### config.mk
export PLATFORM = sky130hd
export DESIGN_NAME = irq_source_ctrl
export DESIGN_NICKNAME = d
export VERILOG_FILES = /design/src/rtl/irq_source_ctrl.sv
export SDC_FILE = /design/constraint.sdc
export NUM_CORES = 1
export LEC_CHECK = 0
export ABC_AREA = 1
export BUFFER_PORTS_ARGS = -buffer_cell sky130_fd_sc_hd__clkbuf_2
export CAP_MARGIN = 20
export CORE_ASPECT_RATIO = 0.6
export CORE_MARGIN = 2
export CORE_UTILIZATION = 55
export CTS_CLUSTER_DIAMETER = 80
export DETAILED_ROUTE_END_ITERATION = 16
export PLACE_DENSITY = 0.79
export SLEW_MARGIN = 20
export SYNTH_ARGS = -nofsm -noshare
export SYNTH_HDL_FRONTEND = slang
export SYNTH_SLANG_ARGS = --single-unit
### constraint.sdc
create_clock -name clk -period 2.05 [get_ports clk]
set_input_delay 0.41 -clock clk [delete_from_list [all_inputs] [get_ports clk]]
set_output_delay 0.41 -clock clk [all_outputs]
set_load 0.02 [all_outputs]
### src/rtl/irq_source_ctrl.sv
// Machine-interrupt pending source: 64-bit timer/compare, software IRQ, six external lines.
// Latency: bus access completes one cycle after sel; mip_in is registered 1 cycle after its source state.
// Backpressure: none; ready pulses one cycle per access, so the master must drop sel after ready.
//
// Ports:
//   clk, reset          : clock, synchronous active-high reset
//   ext_irq[5:0]        : external lines (synchronous to clk)
//   sel/we/addr/wdata   : register bus request; rdata/ready : response
//   irq_ack/ack_code    : core trap-taken acknowledge, retires edge-captured pending bits
//   mip_in[31:0]        : pending vector to the CSR block
module irq_source_ctrl #(
  parameter int          PRESCALE  = 1,
  parameter logic [5:0]  EDGE_MASK = 6'b000000
) (
  input  logic        clk,
  input  logic        reset,
  input  logic [5:0]  ext_irq,
  input  logic        sel,
  input  logic        we,
  input  logic [2:0]  addr,
  input  logic [31:0] wdata,
  output logic [31:0] rdata,
  output logic        ready,
  input  logic        irq_ack,
  input  logic [4:0]  ack_code,
  output logic [31:0] mip_in
);

  localparam int             PW      = (PRESCALE > 1) ? $clog2(PRESCALE) : 1;
  localparam logic [PW-1:0]  PRE_MAX = PW'(PRESCALE - 1);

  logic          r_ready;
  logic [31:0]   r_rdata;
  logic [31:0]   r_mip;
  logic [PW-1:0] r_pre;
  logic [63:0]   r_mtime;
  logic [63:0]   r_mtimecmp;
  logic          r_msip;
  logic [5:0]    r_en;
  logic [5:0]    r_pend;
  logic [5:0]    r_prev;

  logic          w_acc;
  logic          w_wr;
  logic          w_tick;
  logic          w_mtip;
  logic [5:0]    w_rise;
  logic [5:0]    w_ack_clr;
  logic [5:0]    w_w1c;
  logic [5:0]    w_clr;
  logic [5:0]    w_pend_nxt;
  logic [5:0]    w_ext_m;
  logic [31:0]   w_rd;

  // An access is accepted on the first cycle sel is seen; the ready cycle that
  // follows blocks a second acceptance of the same held request.
  assign w_acc  = sel & ~r_ready;
  assign w_wr   = w_acc & we;
  assign w_tick = (r_pre == PRE_MAX);
  assign w_mtip = (r_mtime >= r_mtimecmp);
  assign w_rise = ext_irq & ~r_prev;

  // Trap int_code -> external line index; codes for msip/mtip or >7 map to nothing.
  always_comb begin
    w_ack_clr = 6'b000000;
    if (irq_ack) begin
      case (ack_code)
        5'd0:    w_ack_clr = 6'b000001;
        5'd1:    w_ack_clr = 6'b000010;
        5'd2:    w_ack_clr = 6'b000100;
        5'd4:    w_ack_clr = 6'b001000;
        5'd5:    w_ack_clr = 6'b010000;
        5'd6:    w_ack_clr = 6'b100000;
        default: w_ack_clr = 6'b000000;
      endcase
    end
  end

  assign w_w1c = (w_wr && addr == 3'd5) ? wdata[5:0] : 6'b000000;
  assign w_clr = (w_ack_clr | w_w1c) & EDGE_MASK;

  // Edge lines: set beats clear. Level lines simply track the input.
  assign w_pend_nxt = (EDGE_MASK & (w_rise | (r_pend & ~w_clr))) | (~EDGE_MASK & ext_irq);

  assign w_ext_m = r_pend & r_en;

  always_comb begin
    w_rd = 32'h0;
    case (addr)
      3'd0:    w_rd = {31'h0, r_msip};
      3'd1:    w_rd = r_mtime[31:0];
      3'd2:    w_rd = r_mtime[63:32];
      3'd3:    w_rd = r_mtimecmp[31:0];
      3'd4:    w_rd = r_mtimecmp[63:32];
      3'd5:    w_rd = {26'h0, r_pend};
      3'd6:    w_rd = {26'h0, r_en};
      default: w_rd = 32'h0;
    endcase
  end

  always_ff @(posedge clk) begin
    if (reset) begin
      r_ready    <= 1'b0;
      r_rdata    <= 32'h0;
      r_mip      <= 32'h0;
      r_pre      <= '0;
      r_mtime    <= 64'h0;
      r_mtimecmp <= 64'hFFFF_FFFF_FFFF_FFFF;
      r_msip     <= 1'b0;
      r_en       <= 6'h0;
      r_pend     <= 6'h0;
      r_prev     <= 6'h0;
    end else begin
      r_ready <= w_acc;
      if (w_acc) r_rdata <= w_rd;

      r_pre <= w_tick ? '0 : r_pre + 1'b1;

      // A bus write to either mtime half takes priority over the tick.
      if (w_wr && addr == 3'd1)      r_mtime[31:0]  <= wdata;
      else if (w_wr && addr == 3'd2) r_mtime[63:32] <= wdata;
      else if (w_tick)               r_mtime        <= r_mtime + 64'd1;

      if (w_wr && addr == 3'd3) r_mtimecmp[31:0]  <= wdata;
      if (w_wr && addr == 3'd4) r_mtimecmp[63:32] <= wdata;
      if (w_wr && addr == 3'd0) r_msip            <= wdata[0];
      if (w_wr && addr == 3'd6) r_en              <= wdata[5:0];

      r_prev <= ext_irq;
      r_pend <= w_pend_nxt;

      r_mip <= {24'h0, w_mtip, w_ext_m[5:3], r_msip, w_ext_m[2:0]};
    end
  end

  assign ready  = r_ready;
  assign rdata  = r_rdata;
  assign mip_in = r_mip;

endmodule

* Yosys cells after proc, flatten, opt, wreduce, memory -nomap -nowiden
Cells that the tools add are included.
** Operators by class
- $add $sub $neg :: 2
- $lt $le $gt $ge :: 1
- Equal/unequal tests :: 9
- Mux-type cells :: 5
- Bitwise operators :: 6
- Reduce and logical (&&, ||, !) cells :: 10
** Operator list (number)
- $pmux 32 s7 :: 1
- $mux 32 :: 3
- $add 64x1->64 const B :: 1
- $ge 64x64->1 :: 1
- $mux 64 :: 1
- $eq 3x3->1 const B :: 3
- $and 6x6->6 :: 1
- $eq 3x2->1 const B :: 2
- $logic_and 1x1->1 :: 6
- $ne 2x1->1 const B :: 2
- $reduce_and 2->1 :: 2
- $eq 3x1->1 const B :: 1
- $logic_not 3->1 :: 1
- $not 1->1 :: 3
- $and 1x1->1 :: 2
- $ne 2x2->1 const B :: 1
- $reduce_or 2->1 :: 1
- $add 1x1->1 const B :: 1
** Storage, ports and cells
- Register bits :: 207
- Output and inout port bits :: 65
- Word-level logic and storage cells :: 45

* Logic depth before layout (Yosys ltp)
Gate-level depths: netlist of the first run.
- Word-level depth :: 6
- Gate-level depth with buffers :: 15

* Worst setup path after synthesis of the first run
OpenSTA, ideal clock, no wires.
- Path type :: register -> register
- From :: register r_mtime[0]
- To :: register r_mtime[36]
- Data arrival time :: 1.648 ns
- Required time :: 1.937 ns
- Slack :: 0.289 ns
- Cell stages (with the launch flop) :: 11
- Path through :: dfxtp_1 > ha_1 > nand3_1 > inv_2 > nand2_2 > nor3_1 > nand2_1 > a21oi_1 > nand2_1 > nand2_1 > nor2_1
** Between the ends
- Word-level cells in the longest chain between the ends :: 3
** Ends and longest elaborated chain
- from (decl) :: RTL line 36 : logic [63:0] r_mtime;
- from (signal assigned) :: RTL line 120 : if (w_wr && addr == 3'd1) r_mtime[31:0] <= wdata;
- from (signal assigned) :: RTL line 122 : else if (w_tick) r_mtime <= r_mtime + 64'd1;
- $add 64x1->64 :: RTL line 122
- $mux 64 :: RTL line 122
- $mux 32 :: RTL line 121 : else if (w_wr && addr == 3'd2) r_mtime[63:32] <= wdata;
No other way between the ends. The select of a mux whose other input is x is not followed.
A chain may end at the register's enable or synchronous reset.

* Final worst setup path of the first run
- From :: register r_mtime[41]
- To :: register r_mip[7] (netlist: mip_in[7])
** Between the ends
- Word-level cells in the longest chain between the ends :: 1
** Ends and longest elaborated chain
- from (signal assigned) :: RTL line 121
- from (signal assigned) :: RTL line 122
- $ge 64x64->1 :: RTL line 60 : assign w_mtip = (r_mtime >= r_mtimecmp);
- to (signal assigned) :: RTL line 132 : r_mip <= {24'h0, w_mtip, w_ext_m[5:3], r_msip, w_ext_m[2:0]};
- to (decl) :: RTL line 34 : logic [31:0] r_mip;
No other way between the ends.

==> out/metrics.yaml, run 1 <==
cts_tree: "done"
numPortBuffers: 85
status: "finished, final reports clean"
cp.required_ns: 2.36
htree_num_levels: 4
worstPathArrival_ns: 2.32
gp_congestion: 0.9850
dieWidth_um: 189.6
areaGrowthSynthToFinish_pct: 18.38
setup_viol: 0
avgSynthCellArea_um2: 6.451
wl_mm: 45.64
ys.flop_type: "dfxtp_1"
tightest_slew_ns: 0.5278
multiInputGateArea_um2: 6578
drtIter0Drc: 1744
pre_cts_ws_ns: -0.009498
power.density_nw_per_um2: 611.1
p_leak_nw: 6.187
fp.dieH_um: 115.4
final_util_pct: 66.88
seq_area_frac_synth_pct: 32.23
wire_per_inst_um: 20.77
numCtsBuffers: 17
async_flop_share_pct: 0
period_share_pct: 97.69
nets: 2028
min_path_type: "primary input to register"
grt_antenna_before_repair: 1
cts_root_buffer: "clkbuf_16"
initial_core_util_pct: 56.50
grt-ovfl-total: 0
synth.most_common_cell: "nand2_1"
grt_pass1_wl_mm: 68.38
first_pass_iters: 7
core_um2: 20120
period_needed_ns: 2.003
grt_pass1_vias: 12100
dp_hpwl_mm: 33.89
syn-cell-area_um2: 11370
n_antenna_cell: 0
cap_violations: 0
cts.path.max_buffers: 2
dr_total_vias: 13130
slew_headroom_pct: 64.44
clk_latency_ns: 0.46
postCtsSetupBuffers: 0
hold_viol_final: 0
drc_errors: 0
final_area_um2: 13460
synth_area_leaders: "dfxtp_1 32%, nand2_1 15%, nor2_1 7.9%, ha_1 7.2%, a21oi_1 6.9%"
fin_cells: 2198
row_count: 40
num-fill-cells: 1805
die-area_um2: 21870
cp-end-kind: "register"
via_per_inst: 5.974
worstSetupStartpointType: "register"
cts.sink_count: 183
ioPinCount: 116
drv_slew: 0
synth_top_area_share_pct: 32.23
timing.final.ws_setup_ns: 0.04727
ys_ff_latch: 183
yosys.area.top_type: "dfxtp_1"
synthCells: 1762
criticalPathCategory: "register to register"
ant_nets: 0
seq_area_um2: 3679
grtUsageTotal_pct: 41.76
irDropWorstVdd_v: 0.0005838
ys_warn_count: 0
dp.cells: 2166
grt_max_degree: 76
synth_edf_count: 0
drive_above_1_share_pct: 15.38
worstPathMaxFanout: 5
rsz0062_at_grt: "yes"
fin_worst_skew_ns: 0.01206
clk_pin_slew_worst_paths_ns: 0.07
fmax_mhz: 499.3
placed_cell_area_um2: 12730
synth_common_cells: "450 x nand2_1, 240 x nor2_1, 194 x inv_1"
yosys.cell_types.count: 39
[final cells by class]
type	instances	share of cell area, %
clock buffer	18	3.264
clock inverter	14	1.441
timing repair buffer	200	10.71
tap	273	2.538
multi-input combinational	1303	48.88
inverter	207	5.830
sequential	183	27.34
[report_power, final]
group          leakage [nW]  total [mW]  switching (mW)  internal (mW)
Sequential             1.49        3.69          0.0559           3.64
Combinational          4.38       0.877           0.614          0.263
Clock                 0.313        3.65            1.57           2.09
Total                  6.19        8.22            2.24           5.99
[worst max-delay path, cell delays in order, from the launching register on]
cell	delay, ns
dfxtp_1	0.51
ha_1	0.31
a21oi_1	0.15
o21ai_0	0.12
nand2_1	0.07
nand3_1	0.29
nand2_1	0.15
nand2_1	0.08
nor2_1	0.09
a21oi_1	0.08
[routing by layer]
metal | global-route usage (%) | part of all wire (%) | vias up
li1 | - | - | 6046
met1 | 59.50 | 44 | 5963
met2 | 60.15 | 40 | 982
met3 | 12.27 | 14 | 138
met4 | 14.01 | 2.7 | 2
met5 | 0 | 0.028 | -
[cell families (layout without fill, tap and decap cells)]
logic type	Yosys count	in the layout	synth area share, %
compound gates	408	408	20.07
xor+xnor	13	13	1.002
fa+ha+maj	65	65	7.155
buf+inv	300	439	11.41
flops	183	183	32.23
other cells	1	25	0.03299
simple gates	792	792	28.10
[per-stage QoR]
stage / power, mW / TNS (ns) / hold slack (ns)
finish: 8.224 / 0 / 0.1373
detailed placement: 4.601 / -0.009498 / 0.4327
floorplan: 4.281 / 0 / 0.4094
global route: 8.399 / -0.01334 / 0.1394
global placement: 4.572 / -0.03833 / 0.4263
CTS: 8.168 / 0 / 0.1240
[registers in the layout (all words and copies together), names as in the netlist]
register and count:
r_msip 1, mip_in 8, r_pre 1, ready 1, r_mtimecmp 64, rdata 32, r_pend 6, r_mtime 64
r_en 6
[timing repair]
item,4_1_cts,5_1_grt
endpoints found under the setup margin,2,30
hold buffers,0,0
gates resized for setup,2,42
gates cloned,0,0
[layout by cell type (no fill, tap or decap), types with 2 or more instances in the layout]
cell | Yosys | routed
a31oi_1 | 21 | 21
nand2_4 | 2 | 2
nor2_1 | 240 | 226
xor2_1 | 13 | 13
nand3_2 | 1 | 2
nor3_1 | 11 | 10
o22ai_1 | 60 | 60
nand3_1 | 57 | 56
o21ai_1 | 1 | 3
nor2_4 | 2 | 4
o211ai_1 | 35 | 35
dfxtp_1 | 183 | 171
a21oi_2 | 1 | 3
dfxtp_2 | 0 | 12
clkinv_4 | 1 | 2
a21o_1 | 3 | 3
nand2_2 | 2 | 4
inv_1 | 194 | 194
clkbuf_16 | 0 | 17
a22o_1 | 2 | 2
clkinv_2 | 0 | 4
a21oi_1 | 157 | 155
nand4_1 | 18 | 18
nor2_2 | 5 | 17
nand2_1 | 450 | 448
inv_6 | 0 | 3
o31ai_1 | 5 | 5
bufinv_16 | 0 | 4
inv_2 | 10 | 10
conb_1 | 1 | 25
buf_4 | 31 | 104
nand3b_1 | 2 | 2
buf_12 | 0 | 12
o21ai_0 | 120 | 115
o21ai_2 | 0 | 3
ha_1 | 65 | 64
clkbuf_2 | 0 | 84
[worst paths after layout]
| kind | startpoint | endpoint | slack, ns | cells past startpoint |
|---|---|---|---|---|
| max | r_mtime[41] | mip_in[7] | 0.05 | 9 |
| min | ext_irq[2] | r_pend[2] | 0.14 | 3 |
| max reg2reg | r_mtime[41] | mip_in[7] | 0.05 | 9 |
| min reg2reg | r_pend[5] | mip_in[6] | 0.44 | 2 |
Note: power is estimated with default switching activity, not from simulation.
==> run 2: changes to the inputs <==
- REMOVE_ABC_BUFFERS: not set -> 1
==> out/metrics.yaml, run 2 (synthesis gave the netlist of run 1 again) <==
cts_root_buffer: "clkbuf_16"
dr_total_vias: 12770
grt_pass1_vias: 11570
core_um2: 20120
n_antenna_cell: 0
num-fill-cells: 1803
wl_mm: 43.64
hold_viol_final: 0
min_path_type: "primary input to register"
postCtsSetupBuffers: 0
cts_tree: "done"
drv_slew: 0
r2r_setup_slack_ns: 0.06
worstSetupStartpointType: "register"
drc_errors: 0
status: "finished, final reports clean"
min_to: "r_pend[0]"
row_count: 40
drtIter0Drc: 1695
drive_above_1_share_pct: 15.39
worstPathMaxFanout: 4
initial_core_util_pct: 56.50
fin_worst_skew_ns: 0.01235
cp.required_ns: 2.41
fp.dieH_um: 115.4
rsz0062_at_grt: "yes"
numCtsBuffers: 17
setup_viol: 0
hold_start: "ext_irq[0]"
timing.rr.start: "r_mtime[4]"
power.density_nw_per_um2: 591.1
ioPinCount: 116
r2r-end: "r_mtime[32]"
ctsHoldBuffers: 0
irDropWorstVdd_v: 0.0006076
criticalPathCategory: "register to register"
grt_pass1_wl_mm: 66.12
cts.path.max_buffers: 2
pre_cts_ws_ns: -0.08798
dp_hpwl_mm: 32.79
whs_ns: 0.1272
mostFrequentLayoutCells: "446 x nand2_1, 225 x nor2_1, 193 x inv_1"
nets: 2020
areaGrowthSynthToFinish_pct: 17.77
gp_congestion: 1.083
via_per_inst: 5.832
grt-ovfl-total: 0
cts.sink_count: 183
total_power_mw: 7.913
clk_latency_ns: 0.46
tightest_slew_ns: 0.6430
fmax_mhz: 502.5
timing.final.ws_setup_ns: 0.06014
period_share_pct: 97.07
p_leak_nw: 6.108
fin_tns_setup_ns: 0
grt_max_degree: 126
period_needed_ns: 1.990
r2r_cells: 11
hold_depth: 3
wire_per_inst_um: 19.93
numPortBuffers: 85
grtUsageTotal_pct: 40.21
cp-end-kind: "register"
dieWidth_um: 189.6
ant_nets: 0
final_common_cell: "nand2_1"
clk_pin_slew_worst_paths_ns: 0.08
first_pass_iters: 6
cap_violations: 0
slew_headroom_pct: 57.14
worstPathArrival_ns: 2.35
die-area_um2: 21870
htree_num_levels: 4
grt_antenna_before_repair: 1
==> run 2: cell count changes in the layout (fill, tap and decap cells not counted), sizes merged <==
| cell | change |
|---|---|
| clkinvlp | +2 |
| bufinv | -3 |
| clkinv | +1 |
| buf | -8 |
| inv | +1 |
| clkbuf | -1 |
==> run 2: worst max path at each step <==
stage	start	to	slack, ns	cells after the start
global placement	r_mtime[3]	r_mtime[43]	-0.11	11
CTS	r_mtime[6]	r_mtime[36]	0.002	10
finish	r_mtime[4]	r_mtime[32]	0.06	11
global route	r_mtime[6]	r_mtime[32]	-0.02	11
detailed placement	r_mtime[3]	r_mtime[43]	-0.09	11
floorplan	addr[2]	r_mtimecmp[0]	-0.78	4
==> run 2: area by class of cell <==
| cell class | instances | area, µm² | area share (%) |
|---|---|---|---|
| Clock buffer | 17 | 425.4 | 3.178 |
| Clock inverter | 15 | 162.7 | 1.215 |
| Inverter | 207 | 785.8 | 5.870 |
| Multi-Input combinational cell | 1303 | 6594 | 49.26 |
| Sequential cell | 183 | 3684 | 27.52 |
| Tap cell | 273 | 341.6 | 2.552 |
| Timing Repair Buffer | 192 | 1394 | 10.41 |
==> run 2: per-stage QoR <==
step           area, µm²  std cells  util (%)
3_3_place_gp       12690       2158     63.06
2_1_floorplan      10940       1693         -
3_5_place_dp       12690       2158     63.06
6_report           13390       2190     66.54
4_1_cts            13280       2190     65.98
5_1_grt            13390       2190     66.54
==> run 2: critical path: stages (launching register included) <==
cell and delay, ns:
dfxtp_1 0.43, nand2_1 0.15, nor2_2 0.22, nand2_2 0.14, buf_4 0.16, nor2_1 0.08
nand4_1 0.18, o21ai_2 0.23, buf_4 0.14, nand3_1 0.06, nand2_1 0.06, nor2_1 0.04
==> run 2: what timing repair did <==
item                       4_1_cts  5_1_grt
pin swaps                        0        4
gates resized for setup          2       47
setup endpoints to repair        2       37
==> run 2: report_power, final <==
group	total, mW	switching [mW]	internal, mW
Combinational	0.854	0.590	0.263
Clock	3.37	1.64	1.72
Sequential	3.69	0.0567	3.64
==> run 2: per-layer routing <==
| metal | track usage (%) | vias up | part of all wire [%] |
|---|---|---|---|
| met5 | 0 | - | 0.032 |
| met4 | 8.269 | 2 | 1.3 |
| met3 | 11.60 | 57 | 14 |
| met2 | 58.80 | 819 | 40 |
| met1 | 58.64 | 5870 | 44 |
| li1 | - | 6024 | - |
